`src/rtl/gate2_bist.sv`:
```
// gate2_bist: exhaustive stimulus/response self-test for a 2-input combinational gate.
module gate2_bist #(
  parameter logic [3:0] TRUTH         = 4'b0111,
  parameter int         SETTLE_CYCLES = 2,
  parameter int         PASSES        = 1
) (
  input  logic       clk,
  input  logic       rst_n,
  input  logic       start,
  input  logic       abort,
  input  logic       o,
  output logic       a,
  output logic       b,
  output logic       busy,
  output logic       done,
  output logic       pass,
  output logic [7:0] err_cnt,
  output logic [3:0] fail_vec
);
  typedef enum logic [1:0] {IDLE, APPLY, CHECK, DONE} state_t;
  state_t state_q, state_d;
  logic [1:0] idx_q, idx_d;
  logic [3:0] sweep_q, sweep_d;
  logic [7:0] cnt_q, cnt_d;
  logic [7:0] err_q, err_d, err_nx;
  logic [3:0] fv_q, fv_d, fv_nx;
  logic a_q, a_d, b_q, b_d, busy_q, busy_d, done_q, done_d, pass_q, pass_d;
  logic mis, more;
  logic [1:0] nidx;
  assign mis    = o != TRUTH[idx_q];
  assign err_nx = (mis && err_q != 8'hff) ? err_q + 8'd1 : err_q;
  assign fv_nx  = fv_q | ({3'b0, mis} << idx_q);
  assign more   = idx_q != 2'd3 || sweep_q != 4'(PASSES - 1);
  assign nidx   = idx_q + 2'd1;
  always_comb begin
    state_d = state_q;
    idx_d   = idx_q;
    sweep_d = sweep_q;
    cnt_d   = cnt_q;
    err_d   = err_q;
    fv_d    = fv_q;
    a_d     = a_q;
    b_d     = b_q;
    busy_d  = busy_q;
    done_d  = 1'b0;
    pass_d  = pass_q;
    case (state_q)
      IDLE: if (start) begin
        state_d = APPLY;
        idx_d   = 2'd0;
        sweep_d = 4'd0;
        cnt_d   = 8'd0;
        err_d   = 8'd0;
        fv_d    = 4'd0;
        pass_d  = 1'b0;
        busy_d  = 1'b1;
        a_d     = 1'b0;
        b_d     = 1'b0;
      end
      APPLY: begin
        state_d = (cnt_q == 8'(SETTLE_CYCLES - 1)) ? CHECK : APPLY;
        cnt_d   = (cnt_q == 8'(SETTLE_CYCLES - 1)) ? 8'd0 : cnt_q + 8'd1;
      end
      CHECK: begin
        err_d   = err_nx;
        fv_d    = fv_nx;
        state_d = more ? APPLY : DONE;
        idx_d   = more ? nidx : idx_q;
        sweep_d = (more && idx_q == 2'd3) ? sweep_q + 4'd1 : sweep_q;
        a_d     = more ? nidx[1] : a_q;
        b_d     = more ? nidx[0] : b_q;
        busy_d  = more;
        done_d  = !more;
        pass_d  = more ? pass_q : (err_nx == 8'd0);
      end
      default: begin
        state_d = IDLE;
        a_d     = 1'b0;
        b_d     = 1'b0;
      end
    endcase
    // abort wins over everything, but the partial error record is kept
    if (abort && state_q != IDLE) begin
      state_d = IDLE;
      err_d   = err_q;
      fv_d    = fv_q;
      cnt_d   = 8'd0;
      a_d     = 1'b0;
      b_d     = 1'b0;
      busy_d  = 1'b0;
      done_d  = 1'b0;
      pass_d  = 1'b0;
    end
  end
  always_ff @(posedge clk or negedge rst_n) begin
    if (!rst_n) begin
      state_q <= IDLE;
      idx_q   <= 2'd0;
      sweep_q <= 4'd0;
      cnt_q   <= 8'd0;
      err_q   <= 8'd0;
      fv_q    <= 4'd0;
      a_q     <= 1'b0;
      b_q     <= 1'b0;
      busy_q  <= 1'b0;
      done_q  <= 1'b0;
      pass_q  <= 1'b0;
    end else begin
      state_q <= state_d;
      idx_q   <= idx_d;
      sweep_q <= sweep_d;
      cnt_q   <= cnt_d;
      err_q   <= err_d;
      fv_q    <= fv_d;
      a_q     <= a_d;
      b_q     <= b_d;
      busy_q  <= busy_d;
      done_q  <= done_d;
      pass_q  <= pass_d;
    end
  end
  assign a        = a_q;
  assign b        = b_q;
  assign busy     = busy_q;
  assign done     = done_q;
  assign pass     = pass_q;
  assign err_cnt  = err_q;
  assign fail_vec = fv_q;
endmodule

```
`config.mk`:
```
export PLATFORM = sky130hd
export DESIGN_NAME = gate2_bist
export DESIGN_NICKNAME = d
export VERILOG_FILES = /design/src/rtl/gate2_bist.sv
export SDC_FILE = /design/constraint.sdc
export NUM_CORES = 1
export LEC_CHECK = 0
export BUFFER_PORTS_ARGS = -buffer_cell sky130_fd_sc_hd__clkbuf_2
export CAP_MARGIN = 10
export CORE_MARGIN = 2
export CORE_UTILIZATION = 45
export DETAILED_ROUTE_END_ITERATION = 8
export GPL_TIMING_DRIVEN = 0
export HOLD_SLACK_MARGIN = 0.06
export PLACE_DENSITY_LB_ADDON = 0.3
export SLEW_MARGIN = 10
export SYNTH_ARGS = -nofsm -noshare
export SYNTH_HDL_FRONTEND = slang
export SYNTH_SLANG_ARGS = --single-unit
export TNS_END_PERCENT = 5
```
`constraint.sdc`:
```
create_clock -name clk -period 4.6 [get_ports clk]
set_input_delay 0.23 -clock clk [delete_from_list [all_inputs] [get_ports clk]]
set_output_delay 0.23 -clock clk [all_outputs]
set_load 0.01 [all_outputs]
```
==> results of run 1 <==
## metal layers
metal	GRT usage, %	share of wire (%)	up-vias
met5	0	0	-
met4	7.50	1.5	0
met3	3.95	2.8	7
met2	29.1	46	19
met1	26.2	50	754
li1	-	-	788
## metrics by stage
step | area, um^2 | total power, mW | worst slack (ns) | hold slack (ns)
2_1_floorplan | 1850 | 0.473 | 2.78 | -0.0656
3_3_place_gp | 2020 | 0.524 | 2.56 | 0.373
3_5_place_dp | 2020 | 0.530 | 2.54 | 0.372
4_1_cts | 2100 | 0.740 | 2.52 | 0.0690
5_1_grt | 2100 | 0.785 | 2.33 | 0.0996
6_report | 2100 | 0.730 | 2.52 | 0.0360
## registers in the layout (all words and copies together), names as in the netlist, 2 cells and up
| register | cells |
|---|---|
| idx_q | 2 |
| err_cnt | 8 |
| fail_vec | 4 |
| cnt_q | 8 |
| state_q | 2 |
| sweep_q | 4 |
## placed cells by master (no fill, tap or decap), types with 2 or more instances in the layout
master	count
a21oi_1	5
a31oi_1	4
a32o_1	2
and3_1	5
clkbuf_1	8
clkbuf_2	21
clkbuf_8	5
dfrtp_1	33
ha_1	7
inv_1	7
nand2_1	20
nand2b_1	6
nand3_1	4
nand4_1	5
nor2_1	18
nor2b_1	3
nor3_1	3
nor3b_1	2
o21a_1	2
o21ai_0	19
o21bai_1	2
o22ai_1	4
o31ai_1	5
o41ai_1	2
or3_1	2
xor2_1	5
## worst register-to-register path, delay by kind of cell, from the launching register on
kind,cells,cell delay (ns)
AOI/OAI and AO/OA,3,0.45
and+or+nand+nor,1,0.23
adders and majority gates,1,0.27
xor gates and xnor gates,1,0.31
DFF,1,0.46
buffers and inverters,1,0.28
## area by class of cell
class                      count  share of cell area, %
multi-input combinational    150                   45.5
sequential                    33                   39.4
timing repair buffer          21                   5.01
clock buffer                   8                   3.82
tap                           50                   2.98
buffer                         8                   2.03
inverter                       7                   1.25
## power by group through the flow
stage | Clock [mW] | Combinational (mW) | Sequential (mW)
3_3_place_gp | 0 | 0.179 | 0.345
6_report | 0.207 | 0.181 | 0.342
2_1_floorplan | 0 | 0.130 | 0.343
3_5_place_dp | 0 | 0.183 | 0.347
5_1_grt | 0.229 | 0.209 | 0.347
4_1_cts | 0.214 | 0.184 | 0.342
## cell families after synthesis
family	after synthesis	synth area share [%]
and+or+nand+nor	77	21.9
AOI/OAI and AO/OA	59	21.6
muxes	1	0.541
xor gates and xnor gates	6	2.84
adders and majority gates	7	4.74
buffers and inverters	15	3.72
DFF	33	44.7
## worst max path at each step
stage                                start                to  slack, ns  cells past startpoint
finish                idx_q[0]$_DFFE_PN0P_  pass$_DFFE_PN0P_       2.52                      7
global route          idx_q[0]$_DFFE_PN0P_  pass$_DFFE_PN0P_       2.33                      7
CTS                   idx_q[0]$_DFFE_PN0P_  pass$_DFFE_PN0P_       2.52                      7
detailed placement    idx_q[0]$_DFFE_PN0P_  pass$_DFFE_PN0P_       2.54                      7
global placement      idx_q[0]$_DFFE_PN0P_  pass$_DFFE_PN0P_       2.56                      7
floorplan           err_cnt[0]$_DFFE_PN0P_  pass$_DFFE_PN0P_       2.78                      7
==> qor.csv, run 1 <==
stage;metric;value;unit
yosys;synth.yosys.seq_area_share;44.7;%
floorplanning;num_io_pins;22;
timing;post-route-period-util;45.3;%
clock_tree;cts.sinks;33;
setup_path;reg2reg_depth;7;
setup_path;reg2reg_from;idx_q[0]$_DFFE_PN0P_;
clock_tree;cts_root_buffer;clkbuf_8;
routing;vias;1568;
routing;drtPass1Iterations;4;
yosys;syn_nets;210;
finish;fin_nets;238;
finish;final_core_utilization;52.8;%
yosys;synth_top_area_share;44.7;%
routing;drc;0;
setup_path;critical_path.top_delay_family;flip-flops;
finish;fill_cells;379;
yosys;netlist_area;0.00185;mm^2
clock_tree;cts_hold_buf;0;
timing;fin_skew;0.00473;ns
yosys;synth_area_leaders;dfrtp_1 (45%), o21ai_0 (5.1%), ha_1 (4.7%);
setup_path;start_kind;flop;
pwr;p_sw_share;33.0;%
floorplanning;fp-row-count;23;
setup_path;r2r_setup_slack;2.52;ns
global_routing;gr-usage-all-layers;19.0;%
yosys;synth_edf_count;0;
place;hpwl;2760;um
floorplanning;die_h;68.1;um
timing;achievable-frequency;480;MHz
global_routing;grt_pass1_vias;1466;
clock_tree;cts_resized;0;
finish;multi_input_area;955;um^2
yosys;synth-main-ff-cell;dfrtp_1;
timing;rsz0062_at_grt;false;
place;portBuffers;21;
setup_path;crit_arrival;2.28;ns
routing;post_drt_wl_per_cell;14.2;um
place;place.gp.congestion;0.805;
timing;slew_viol_final;0;
pwr;ir_drop;0.189;mV
yosys;synth.avg_cell_area;9.34;um^2
setup_path;crit_slowest_cell;dfrtp_1;
pwr;combPwrFrac;24.8;%
clock_tree;numCtsBuffers;5;
setup_path;slowest_delay;0.46;ns
outcome;status;finished clean;
setup_path;cp_max_fo;9;
min_path;min_path_type;in -> async;
yosys;synth_warnings;0;
clock_tree;htreeDepth;2;
timing;tightest_slew;0.951;ns
finish;regArea;826;um^2
finish;area.growth.synth_to_final;13.4;%
global_routing;grt-ovfl-total;0;
run;cap_violations;0;
global_routing;antenna_found_initial;0;
yosys;ys_types;52;
finish;drive_above_1_share;14.5;%
timing;fin_crit;2.08;ns
floorplanning;die_w;68.1;um
routing;drt_wl_total;3930;um
setup_path;crit_path_end_kind;flop;
setup_path;path_class;reg -> reg;
routing;vias_per_cell;5.66;
clock_tree;path_clk_slew;0.07;ns
timing;finalSetupTns;0;ns
pwr;p_switching;241;uW
clock_tree;cts_tree;done;
finish;fin_cells;277;
pwr;pwr-share-clk;28.3;%
floorplanning;die-area;0.00464;mm^2
global_routing;grt_max_degree;34;
pwr;cellLeakagePower;0.954;nW
clock_tree;cts.path.max_buffers;2;
yosys;synth_cells;198;
setup_path;path_cells;ha_1, xnor2_1, o21a_1, clkbuf_1, and3b_1, o221ai_1, o21ai_0;
setup_path;crit_required;4.80;ns
floorplanning;fp.coreArea;0.00397;mm^2
setup_path;r2r_end;pass$_DFFE_PN0P_;
pwr;seqPwrFrac;46.9;%
routing;drt-initial-drc-count;92;
place;place_inst;269;
timing;setup_viol;0;
clock_tree;cts_setup_buffers;0;
yosys;synth_top_area_cell;dfrtp_1;
floorplanning;start_util;46.6;%
yosys;ys_async_sr_fraction;100;%
setup_path;critPathBufInv;1;
pwr;p_int;489;uW
routing;antenna_left;0;
timing;maxSlewHeadroom;36.1;%
global_routing;grt_pass1_wl;6670;um
timing;hold_violations;0;
yosys;synth_most_common_cell;dfrtp_1;
finish;n_antenna_cell;0;
yosys;synthTopCellsByCount;dfrtp_1 (33), nand2_1 (20), o21ai_0 (19), nor2_1 (18);
pwr;power_density;348;mW/mm^2
yosys;ys_ff_latch;33;
clock_tree;clk_latency;0.28;ns
No activity file was read; power rests on OpenSTA's default activity.
==> run 2: changes to the inputs <==
==> constraint.sdc (replaced) <==
create_clock -name clk -period 1.9 [get_ports clk]
set_input_delay 0.095 -clock clk [delete_from_list [all_inputs] [get_ports clk]]
set_output_delay 0.095 -clock clk [all_outputs]
set_load 0.01 [all_outputs]
==> qor.csv, run 2 (synthesis results as in run 1) <==
stage;metric;value;unit;change
routing;drt-initial-drc-count;87;;-5.4%
finish;fill_cells;374;;-1.3%
global_routing;grt_max_degree;34;;unchanged
finish;drive_above_1_share;19.4;%;+4.8 points
setup_path;r2r_setup_slack;0.02;ns;-2.49 ns
global_routing;grt_pass1_wl;6720;um;+0.83%
floorplanning;die-area;0.00464;mm^2;unchanged
timing;tightest_slew;0.823;ns;-0.128 ns
clock_tree;cts_tree;done;;
setup_path;critPathBufInv;2;;+1
timing;maxSlewHeadroom;45.2;%;+9.1 points
clock_tree;path_clk_slew;0.07;ns;about the same
routing;drtPass1Iterations;4;;unchanged
outcome;status;finished clean;;
finish;n_antenna_cell;0;;unchanged
clock_tree;clk_latency;0.28;ns;about the same
routing;post_drt_wl_per_cell;14.5;um;+2.6%
setup_path;slowest_delay;0.38;ns;-0.08 ns
setup_path;worstSetupStartpoint;state_q[1]$_DFFE_PN0P_;;
floorplanning;fp.coreArea;0.00397;mm^2;unchanged
setup_path;reg2reg_depth;7;;unchanged
clock_tree;cts_setup_buffers;0;;unchanged
clock_tree;cts_root_buffer;clkbuf_8;;
floorplanning;die_w;68.1;um;unchanged
global_routing;antenna_found_initial;0;;unchanged
finish;fin_cells;277;;unchanged
timing;fin_skew;0.00567;ns;+0.000938 ns
floorplanning;num_io_pins;22;;unchanged
setup_path;cp_max_fo;9;;unchanged
setup_path;crit_required;2.07;ns;-2.73 ns
timing;post-route-period-util;98.7;%;+53 points
timing;setup_viol;0;;unchanged
setup_path;crit_path_end_kind;flop;;
place;place.gp.congestion;0.805;;unchanged
setup_path;reg2reg_from;state_q[1]$_DFFE_PN0P_;;
finish;fin_nets;238;;unchanged
clock_tree;cts.sinks;33;;unchanged
routing;vias;1605;;+2.4%
setup_path;path_class;reg -> reg;;
setup_path;crit_end;err_cnt[7]$_DFFE_PN0P_;;
setup_path;path_cells;buf_4, or3b_1, buf_6, nor2_4, nand3_2, or3_1, o211a_1;;
clock_tree;numCtsBuffers;5;;unchanged
place;place_inst;269;;unchanged
routing;drt_wl_total;4030;um;+2.6%
global_routing;grt_pass1_vias;1475;;+0.61%
run;cap_violations;0;;unchanged
timing;hold_violations;0;;unchanged
timing;achievable-frequency;533;MHz;+11%
place;dpl_cell_area;0.00202;mm^2;unchanged
clock_tree;cts.path.max_buffers;2;;unchanged
finish;final_cell_mix;dfrtp_1 (30), clkbuf_2 (22), nand2_1 (20);;
routing;vias_per_cell;5.79;;+2.4%
finish;final_common_cell;dfrtp_1;;
setup_path;r2r_end;err_cnt[7]$_DFFE_PN0P_;;
timing;fin_crit;1.88;ns;-0.208 ns
floorplanning;start_util;46.6;%;unchanged
setup_path;crit_slowest_cell;or3_1;;
setup_path;start_kind;flop;;
global_routing;gr-usage-all-layers;19.1;%;+0.098 points
finish;final_area;0.00215;mm^2;+2.4%
floorplanning;die_h;68.1;um;unchanged
min_path;min_path_type;in -> reg;;
setup_path;crit_arrival;2.05;ns;-0.23 ns
pwr;ir_drop;0.482;mV;+160%
pwr;cellLeakagePower;0.965;nW;+1.2%
clock_tree;htreeDepth;2;;unchanged
timing;slew_viol_final;0;;unchanged
setup_path;cp.depth;7;;unchanged
pwr;power_density;841;mW/mm^2;+140%
finish;area.growth.synth_to_final;16.2;%;
global_routing;grt-ovfl-total;0;;unchanged
routing;drc;0;;unchanged
timing;rsz0062_at_grt;true;;
place;hpwl;2760;um;unchanged
routing;antenna_left;0;;unchanged
setup_path;critical_path.top_delay_family;simple AND/OR/NAND/NOR gates;;
place;portBuffers;21;;unchanged
floorplanning;fp-row-count;23;;unchanged
run 2: through the flow:
stage / total power [mW] / utilization (%) / worst slack [ns] / hold slack (ns) / setup TNS (ns)
finish: 1.81 / 54.1 / 0.0247 / 0.200 / 0
global route: 1.93 / 54.1 / -0.102 / 0.217 / -0.258
CTS: 1.81 / 53.3 / 0.00524 / 0.236 / 0
detailed placement: 1.28 / 50.8 / -0.157 / 0.237 / -0.591
global placement: 1.27 / 50.8 / -0.143 / 0.238 / -0.416
floorplan: 1.14 / - / 0.0755 / -0.201 / 0
run 2: routing by layer:
layer / part of all wire (%) / up-vias / track usage (%) / wire length (um)
met1: 50 / 789 / 26.2 / 2000
li1: - / 790 / - / -
met2: 46 / 19 / 29.5 / 1870
met4: 1.4 / 0 / 7.50 / 57
met5: 0 / - / 0 / 0
met3: 2.6 / 7 / 3.95 / 104
run 2: how the worst min path moves through the flow:
stage	start	end	slack, ns	cells after the start
after floorplan	rst_n	a$_DFFE_PN0P_	-0.20	0
after CTS	abort	err_cnt[3]$_DFFE_PN0P_	0.24	4
final	abort	err_cnt[3]$_DFFE_PN0P_	0.20	4
after detailed placement	rst_n	sweep_q[3]$_DFFE_PN0P_	0.24	1
after global placement	rst_n	sweep_q[2]$_DFFE_PN0P_	0.24	1
after global routing	abort	a$_DFFE_PN0P_	0.22	4
run 2: layout make-up:
cell class                 instances  area (um^2)  share of cell area [%]
buffer                             7         40.0                    1.86
clock buffer                       8         80.1                    3.73
sequential                        33          830                    38.6
tap                               50         62.6                    2.91
inverter                           7         26.3                    1.22
multi-input combinational        150          995                    46.3
timing repair buffer              22          115                    5.36
run 2: worst min-delay path: stages:
cell      delay (ns)
clkbuf_2        0.12
nor3b_2         0.09
nand2_1         0.07
o22ai_1         0.06
run 2: report_power, final:
group | leakage (nW) | internal [mW] | switching, mW
registers | 0.450 | 0.762 | 0.0709
clock network | 0.0395 | 0.260 | 0.248
logic | 0.475 | 0.181 | 0.285
run 2: timing repair:
item | in CTS | in global routing
endpoints found under the hold margin | 33 | 0
resized for setup | 4 | 10
hold buffers | 1 | 0
endpoints found under the setup margin | 8 | 17
pin swaps | 0 | 1
